[src/rtl/id_stage_pipelined_if.sv]
// Decode-stage bus: IF/ID inputs, writeback port, forwarding sources and ID/EX outputs.
// The slave modport is the decode stage itself; the master modport is whatever drives it.
interface id_stage_pipelined_if #(
  parameter int SIZE          = 32,
  parameter int NUM_REGISTERS = 32,
  parameter int NUM_FWD       = 3,
  parameter int SIZE_REG_DIR  = $clog2(NUM_REGISTERS)
);
   logic                            i_valid;
   logic [SIZE-1:0]                 i_instruction;
   logic [SIZE-1:0]                 i_pc;
   logic                            i_stall;
   logic                            i_flush;
   logic                            i_write_enable;
   logic [SIZE_REG_DIR-1:0]         i_w_dir;
   logic [SIZE-1:0]                 i_w_data;
   logic [NUM_FWD*SIZE_REG_DIR-1:0] i_fwd_rd;
   logic [NUM_FWD-1:0]              i_fwd_wr;
   logic [NUM_FWD-1:0]              i_fwd_ready;
   logic [NUM_FWD*SIZE-1:0]         i_fwd_data;
   logic                            o_hazard_stall;
   logic                            o_valid;
   logic [5:0]                      o_op;
   logic [5:0]                      o_funct;
   logic [SIZE-1:0]                 o_reg_A;
   logic [SIZE-1:0]                 o_reg_B;
   logic [SIZE-1:0]                 o_immediate;
   logic [SIZE_REG_DIR-1:0]         o_dir_rs;
   logic [SIZE_REG_DIR-1:0]         o_dir_rt;
   logic [SIZE_REG_DIR-1:0]         o_dir_rd;
   logic [SIZE-1:0]                 o_pc;
   logic                            o_branch_taken;
   logic [SIZE-1:0]                 o_branch_target;
   logic [SIZE*NUM_REGISTERS-1:0]   o_registers_debug;

   modport master (
     output i_valid, i_instruction, i_pc, i_stall, i_flush, i_write_enable, i_w_dir, i_w_data,
            i_fwd_rd, i_fwd_wr, i_fwd_ready, i_fwd_data,
     input  o_hazard_stall, o_valid, o_op, o_funct, o_reg_A, o_reg_B, o_immediate,
            o_dir_rs, o_dir_rt, o_dir_rd, o_pc, o_branch_taken, o_branch_target, o_registers_debug
   );

   modport slave (
     input  i_valid, i_instruction, i_pc, i_stall, i_flush, i_write_enable, i_w_dir, i_w_data,
            i_fwd_rd, i_fwd_wr, i_fwd_ready, i_fwd_data,
     output o_hazard_stall, o_valid, o_op, o_funct, o_reg_A, o_reg_B, o_immediate,
            o_dir_rs, o_dir_rt, o_dir_rd, o_pc, o_branch_taken, o_branch_target, o_registers_debug
   );
endinterface

[src/rtl/id_stage_pipelined.sv]
// Decode stage: write-through register file, priority forwarding, load-use stall, ID/EX register.
// Define ID_BRANCH_RESOLVE_EN to resolve BEQ/BNE in this stage.
module id_stage_pipelined #(
  parameter int SIZE          = 32,
  parameter int NUM_REGISTERS = 32,
  parameter int NUM_FWD       = 3,
  parameter int SIZE_REG_DIR  = $clog2(NUM_REGISTERS)
) (
  input logic clk,
  input logic rst,
  id_stage_pipelined_if.slave bus
);
   typedef struct packed {
      logic                    valid;
      logic [5:0]              op;
      logic [5:0]              funct;
      logic [SIZE-1:0]         reg_a;
      logic [SIZE-1:0]         reg_b;
      logic [SIZE-1:0]         imm;
      logic [SIZE_REG_DIR-1:0] rs;
      logic [SIZE_REG_DIR-1:0] rt;
      logic [SIZE_REG_DIR-1:0] rd;
      logic [SIZE-1:0]         pc;
   } idex_t;

   logic [SIZE-1:0]         rf_q [NUM_REGISTERS];
   logic [SIZE-1:0]         rf_d [NUM_REGISTERS];
   idex_t                   idex_q, idex_d;
   logic [SIZE_REG_DIR-1:0] rs, rt, rd;
   logic [SIZE-1:0]         imm;
   logic [SIZE-1:0]         rf_a, rf_b, val_a, val_b;
   logic                    hit_a, hit_b, rdy_a, rdy_b;
   logic [SIZE-1:0]         fwd_a, fwd_b;
   logic                    hazard;

   assign rs  = SIZE_REG_DIR'(bus.i_instruction[25:21]);
   assign rt  = SIZE_REG_DIR'(bus.i_instruction[20:16]);
   assign rd  = SIZE_REG_DIR'(bus.i_instruction[15:11]);
   assign imm = {{(SIZE-16){bus.i_instruction[15]}}, bus.i_instruction[15:0]};

   always_comb begin
      rf_d = rf_q;
      if (bus.i_write_enable && bus.i_w_dir != '0) rf_d[bus.i_w_dir] = bus.i_w_data;
   end

   // Write-through: reading the register being written returns the incoming data.
   always_comb begin
      rf_a = '0;
      rf_b = '0;
      if (rs != '0) rf_a = (bus.i_write_enable && bus.i_w_dir == rs) ? bus.i_w_data : rf_q[rs];
      if (rt != '0) rf_b = (bus.i_write_enable && bus.i_w_dir == rt) ? bus.i_w_data : rf_q[rt];
   end

   // Scan from the oldest source down so the youngest match is the one left standing.
   always_comb begin
      hit_a = 1'b0; rdy_a = 1'b1; fwd_a = '0;
      hit_b = 1'b0; rdy_b = 1'b1; fwd_b = '0;
      for (int k = NUM_FWD - 1; k >= 0; k--) begin
         if (bus.i_fwd_wr[k] && rs != '0 && bus.i_fwd_rd[k*SIZE_REG_DIR +: SIZE_REG_DIR] == rs) begin
            hit_a = 1'b1;
            rdy_a = bus.i_fwd_ready[k];
            fwd_a = bus.i_fwd_data[k*SIZE +: SIZE];
         end
         if (bus.i_fwd_wr[k] && rt != '0 && bus.i_fwd_rd[k*SIZE_REG_DIR +: SIZE_REG_DIR] == rt) begin
            hit_b = 1'b1;
            rdy_b = bus.i_fwd_ready[k];
            fwd_b = bus.i_fwd_data[k*SIZE +: SIZE];
         end
      end
   end

   assign val_a  = hit_a ? fwd_a : rf_a;
   assign val_b  = hit_b ? fwd_b : rf_b;
   assign hazard = !rst && bus.i_valid && ((hit_a && !rdy_a) || (hit_b && !rdy_b));

   always_comb begin
      idex_d = idex_q;
      if (bus.i_flush) begin
         idex_d = '0;
      end else if (bus.i_stall) begin
         idex_d = idex_q;
      end else if (hazard) begin
         idex_d = '0;
      end else begin
         idex_d.valid = bus.i_valid;
         idex_d.op    = bus.i_instruction[31:26];
         idex_d.funct = bus.i_instruction[5:0];
         idex_d.reg_a = val_a;
         idex_d.reg_b = val_b;
         idex_d.imm   = imm;
         idex_d.rs    = rs;
         idex_d.rt    = rt;
         idex_d.rd    = rd;
         idex_d.pc    = bus.i_pc;
      end
   end

   always_ff @(posedge clk or posedge rst) begin
      if (rst) begin
         for (int i = 0; i < NUM_REGISTERS; i++) rf_q[i] <= '0;
         idex_q <= '0;
      end else begin
         rf_q   <= rf_d;
         idex_q <= idex_d;
      end
   end

   assign bus.o_hazard_stall = hazard;
   assign bus.o_valid        = idex_q.valid;
   assign bus.o_op           = idex_q.op;
   assign bus.o_funct        = idex_q.funct;
   assign bus.o_reg_A        = idex_q.reg_a;
   assign bus.o_reg_B        = idex_q.reg_b;
   assign bus.o_immediate    = idex_q.imm;
   assign bus.o_dir_rs       = idex_q.rs;
   assign bus.o_dir_rt       = idex_q.rt;
   assign bus.o_dir_rd       = idex_q.rd;
   assign bus.o_pc           = idex_q.pc;

   for (genvar g = 0; g < NUM_REGISTERS; g++) begin : g_dbg
      assign bus.o_registers_debug[g*SIZE +: SIZE] = rf_q[g];
   end

`ifdef ID_BRANCH_RESOLVE_EN
   logic br_cond;
   assign br_cond = (bus.i_instruction[31:26] == 6'b000100 && val_a == val_b) ||
                    (bus.i_instruction[31:26] == 6'b000101 && val_a != val_b);
   assign bus.o_branch_taken  = bus.i_valid && !hazard && !bus.i_stall && br_cond;
   assign bus.o_branch_target = bus.i_pc + {imm[SIZE-3:0], 2'b00};
`else
   assign bus.o_branch_taken  = 1'b0;
   assign bus.o_branch_target = '0;
`endif
endmodule

[src/flat_wrapper.sv]
// flat-port wrapper written by rule: the top's interface ports become plain ports
module id_stage_pipelined_flat 
#(
  parameter int SIZE          = 32,
  parameter int NUM_REGISTERS = 32,
  parameter int NUM_FWD       = 3,
  parameter int SIZE_REG_DIR  = $clog2(NUM_REGISTERS)
)
  (clk, rst, bus_i_valid, bus_i_instruction, bus_i_pc, bus_i_stall, bus_i_flush, bus_i_write_enable, bus_i_w_dir, bus_i_w_data, bus_i_fwd_rd, bus_i_fwd_wr, bus_i_fwd_ready, bus_i_fwd_data, bus_o_hazard_stall, bus_o_valid, bus_o_op, bus_o_funct, bus_o_reg_A, bus_o_reg_B, bus_o_immediate, bus_o_dir_rs, bus_o_dir_rt, bus_o_dir_rd, bus_o_pc, bus_o_branch_taken, bus_o_branch_target, bus_o_registers_debug);
  id_stage_pipelined_if #(.SIZE(SIZE), .NUM_REGISTERS(NUM_REGISTERS), .NUM_FWD(NUM_FWD), .SIZE_REG_DIR(SIZE_REG_DIR)) bus_i ();
  input logic clk;
  input logic rst;
  input wire logic [$bits(bus_i.i_valid)-1:0] bus_i_valid;
  input wire logic [$bits(bus_i.i_instruction)-1:0] bus_i_instruction;
  input wire logic [$bits(bus_i.i_pc)-1:0] bus_i_pc;
  input wire logic [$bits(bus_i.i_stall)-1:0] bus_i_stall;
  input wire logic [$bits(bus_i.i_flush)-1:0] bus_i_flush;
  input wire logic [$bits(bus_i.i_write_enable)-1:0] bus_i_write_enable;
  input wire logic [$bits(bus_i.i_w_dir)-1:0] bus_i_w_dir;
  input wire logic [$bits(bus_i.i_w_data)-1:0] bus_i_w_data;
  input wire logic [$bits(bus_i.i_fwd_rd)-1:0] bus_i_fwd_rd;
  input wire logic [$bits(bus_i.i_fwd_wr)-1:0] bus_i_fwd_wr;
  input wire logic [$bits(bus_i.i_fwd_ready)-1:0] bus_i_fwd_ready;
  input wire logic [$bits(bus_i.i_fwd_data)-1:0] bus_i_fwd_data;
  output wire logic [$bits(bus_i.o_hazard_stall)-1:0] bus_o_hazard_stall;
  output wire logic [$bits(bus_i.o_valid)-1:0] bus_o_valid;
  output wire logic [$bits(bus_i.o_op)-1:0] bus_o_op;
  output wire logic [$bits(bus_i.o_funct)-1:0] bus_o_funct;
  output wire logic [$bits(bus_i.o_reg_A)-1:0] bus_o_reg_A;
  output wire logic [$bits(bus_i.o_reg_B)-1:0] bus_o_reg_B;
  output wire logic [$bits(bus_i.o_immediate)-1:0] bus_o_immediate;
  output wire logic [$bits(bus_i.o_dir_rs)-1:0] bus_o_dir_rs;
  output wire logic [$bits(bus_i.o_dir_rt)-1:0] bus_o_dir_rt;
  output wire logic [$bits(bus_i.o_dir_rd)-1:0] bus_o_dir_rd;
  output wire logic [$bits(bus_i.o_pc)-1:0] bus_o_pc;
  output wire logic [$bits(bus_i.o_branch_taken)-1:0] bus_o_branch_taken;
  output wire logic [$bits(bus_i.o_branch_target)-1:0] bus_o_branch_target;
  output wire logic [$bits(bus_i.o_registers_debug)-1:0] bus_o_registers_debug;
  assign bus_i.i_valid = bus_i_valid;
  assign bus_i.i_instruction = bus_i_instruction;
  assign bus_i.i_pc = bus_i_pc;
  assign bus_i.i_stall = bus_i_stall;
  assign bus_i.i_flush = bus_i_flush;
  assign bus_i.i_write_enable = bus_i_write_enable;
  assign bus_i.i_w_dir = bus_i_w_dir;
  assign bus_i.i_w_data = bus_i_w_data;
  assign bus_i.i_fwd_rd = bus_i_fwd_rd;
  assign bus_i.i_fwd_wr = bus_i_fwd_wr;
  assign bus_i.i_fwd_ready = bus_i_fwd_ready;
  assign bus_i.i_fwd_data = bus_i_fwd_data;
  assign bus_o_hazard_stall = bus_i.o_hazard_stall;
  assign bus_o_valid = bus_i.o_valid;
  assign bus_o_op = bus_i.o_op;
  assign bus_o_funct = bus_i.o_funct;
  assign bus_o_reg_A = bus_i.o_reg_A;
  assign bus_o_reg_B = bus_i.o_reg_B;
  assign bus_o_immediate = bus_i.o_immediate;
  assign bus_o_dir_rs = bus_i.o_dir_rs;
  assign bus_o_dir_rt = bus_i.o_dir_rt;
  assign bus_o_dir_rd = bus_i.o_dir_rd;
  assign bus_o_pc = bus_i.o_pc;
  assign bus_o_branch_taken = bus_i.o_branch_taken;
  assign bus_o_branch_target = bus_i.o_branch_target;
  assign bus_o_registers_debug = bus_i.o_registers_debug;
  id_stage_pipelined #(.SIZE(SIZE), .NUM_REGISTERS(NUM_REGISTERS), .NUM_FWD(NUM_FWD), .SIZE_REG_DIR(SIZE_REG_DIR)) u_core (.clk(clk), .rst(rst), .bus(bus_i));
endmodule
[config.mk]
export PLATFORM = sky130hd
export DESIGN_NAME = id_stage_pipelined_flat
export DESIGN_NICKNAME = d
export VERILOG_FILES = /design/src/rtl/id_stage_pipelined_if.sv /design/src/rtl/id_stage_pipelined.sv /design/src/flat_wrapper.sv
export SDC_FILE = /design/constraint.sdc
export NUM_CORES = 2
export LEC_CHECK = 0
export BUFFER_PORTS_ARGS = -buffer_cell sky130_fd_sc_hd__buf_4
export CORE_AREA = 2 2 555 557
export DETAILED_ROUTE_END_ITERATION = 10
export DIE_AREA = 0 0 557 559
export PLACE_DENSITY = 0.47
export RECOVER_POWER = 100
export SYNTH_ARGS = -nofsm -noshare
export SYNTH_HDL_FRONTEND = slang
export SYNTH_SLANG_ARGS = --single-unit
[constraint.sdc]
create_clock -name clk -period 104.3 [get_ports clk]
set_clock_uncertainty 0.2 [all_clocks]
set_input_delay 10.43 -clock clk [delete_from_list [all_inputs] [get_ports clk]]
set_output_delay 10.43 -clock clk [all_outputs]
set_load 0.005 [all_outputs]
==> run summary <==
Clock latency on the worst-skew pair: 0.83 ns
Register area share after synthesis: 47.0%
Clk root buf: clkbuf_16
CTS sink cnt: 1153
CORE AREA: 305000 um2
Boundary pin count: 1438
Initial antenna violation count: 52
Fin. max-slew vios: 2372
Maximum root-to-sink buffer count: 4
Post-route ant nets: 0
# rows: 203
Distinct cells, synth: 68
Final setup fails: 0
Final period util: 26.3%
TNS Setup: 0 ns
Placed instance area: 76200 um2
CTS tree: yes
Die X: 557 um
Pleak: 32.5 nW
Async set or reset register ratio after synthesis: 100%
CTS Buf Count: 152
Max-cap violations: 56
Drc violations: 0
Layout cell share with drive strength beyond 1: 43.3%
Seq cells post-synth: 1153
Mean routed wirelength per cell: 41.1 um
Final WL: 403000 um
Via count: 49635
Period minus WS final: 27.46 ns
Pwr Total: 1.60 mW
Final HPWL DP: 302000 um
CTS Hold Bufs: 0
Routed vias/inst: 5.07
Clock slew at reported path FFs: 0.06 ns
Commonest non-fill, non-tap cells in the layout: 1153 x dfrtp_1, 983 x mux2_2, 879 x clkbuf_1
DRT iter0 DRCs: 4637
Synth Flop Type: dfrtp_1
Critical-path maximum fanout: 68
Slew margin rel.: -533%
Total congestion overflow: 0
Post-route cell area: 78000 um2
Initial Util: 20.1%
Cell depth of the worst flop-to-flop path: 6
DRT Pass-1 Iters: 8
Post-CTS setup buffers: 0
Port Buffers: 1404
Synthesized area per cell: 14.0 um2
Cells after Synth: 4372
Net count, final: 5780
Gr usage total: 25.1%
First-pass GRT wire length: 521000 um
Final hold vios: 0
Min-delay worst type: reg2reg
Gpl congestion: 0.872
Worst path arrival time: 27.62 ns
Type of the worst setup path: in2async
Outcome: finished, violations left
Largest net degree at the start of global routing: 160
FILL cells: 32383
H-tree levels: 4
Vias in the first global route: 50214
Fmax: 0.0364 GHz
Worst hold path depth: 0
Failing checks: capacitance limit, slew limit
Worst Setup Start Kind: primary input
RSZ-0062 raised after global routing: no
Power density over the cells: 20.5 nW/um2
Warnings from Yosys: 0
Post-synthesis cell area: 61300 um2
CTS resizes: 0
Die H: 559 um
Post-synth EDFFs: 0
Area growth syn-to-layout: 27.1%
Peak supply drop: 0.0119 mV
Worst EP required: 104.45 ns
Die area: 311000 um2
Most common cell after layout, fill and taps aside: dfrtp_1
Measured slew at the worst slew-check pin: 9.50 ns
CP Capture Type: asynchronous set/reset pin
layout make-up:
type	count	area, um2	area share, %
repair buffers	1549	8530	10.9
diodes	27	67.6	0.0866
flip-flops and latches	1153	28900	37.0
multi-input cells	2693	30400	38.9
inverters	7	31.3	0.0401
clock buffers	218	4440	5.69
clock inverters	48	583	0.748
well taps	4100	5130	6.58
layer usage:
metal  vias to the layer above  track usage [%]  share of wire (%)
met1                     26845             27.2                 35
met4                         4             14.0                6.8
met2                      2813             44.0                 50
met3                       671             6.72                8.5
met5                         -                0             0.0042
li1                      19302                -                  -
logic make-up (layout without fill, tap and decap cells):
kind of cell,after synthesis,count (layout),synth area share [%]
AND/OR/NAND/NOR,414,414,3.05
AO/OA/AOI/OAI,583,583,7.06
buffers and inverters,558,1822,4.12
XOR/XNOR,40,40,0.571
flip-flops,1153,1153,47.0
other,1,60,0.00611
multiplexers,1623,1623,38.2
through the flow:
stage | hold slack (ns) | worst slack [ns] | util [%] | cells
after floorplan | 0.284 | 56.46 | - | 4404
after global routing | 0.228 | 73.90 | 25.6 | 9786
after global placement | 0.206 | 80.09 | 25.0 | 9502
after CTS | 0.222 | 80.16 | 26.6 | 9768
after detailed placement | 0.209 | 80.09 | 25.0 | 9502
final | 0.219 | 76.84 | 25.6 | 9795
final timing paths:
| check | from | to | slack [ns] |
|---|---|---|---|
| worst max-delay path | rst | u_core.bus.o_registers_debug[53] | 76.84 |
| worst min-delay path | u_core.bus.o_registers_debug[26] | u_core.bus.o_registers_debug[26] | 0.22 |
| worst max register to register | u_core.bus.o_registers_debug[758] | u_core.bus.o_reg_B[22] | 101.20 |
| worst min register to register | u_core.bus.o_registers_debug[26] | u_core.bus.o_registers_debug[26] | 0.22 |
| max in group clk | rst | bus_o_hazard_stall | 79.40 |
| min in group asynchronous | rst | u_core.bus.o_registers_debug[390] | 10.08 |
state kept, by name, summed over array words and instances, names as in the netlist:
| name | count |
|---|---|
| u_core.bus.o_registers_debug | 1024 |
| u_core.bus.o_dir_rd | 4 |
| u_core.bus.o_op | 6 |
| u_core.bus.o_pc | 32 |
| u_core.bus.o_reg_B | 32 |
| u_core.bus.o_valid | 1 |
| u_core.bus.o_reg_A | 32 |
| u_core.bus.o_immediate | 12 |
| u_core.bus.o_dir_rs | 5 |
| u_core.bus.o_dir_rt | 5 |
Yosys cell counts, drive strengths merged, types with 34 or more instances:
cell	count	area [um2]
dfrtp	1153	28900
mux2	983	11100
mux4	474	10700
clkbuf	328	1230
buf	223	1270
nand2	206	781
mux2i	166	1660
o22ai	138	863
nor2	87	334
a22o	85	744
o21ai	73	365
a22oi	50	375
a21oi	45	225
a32o	43	430
nand3	41	215
a221oi	34	304
power by group:
group / internal, mW / switching, mW / leakage, nW
clock: 0.319 / 0.224 / 2.47
sequential: 0.526 / 0.102 / 14.9
combinational: 0.195 / 0.234 / 15.2
total: 1.04 / 0.559 / 32.5
worst max-delay path, stage by stage:
cell and delay [ns]:
clkbuf_4 0.11, clkinvlp_2 1.32, clkbuf_1 1.68, clkbuf_1 2.03, clkbuf_1 2.73, clkbuf_1 2.85
clkbuf_1 2.07, clkbuf_1 2.13, clkbuf_1 1.97
Note: power is estimated with default switching activity, not from simulation.
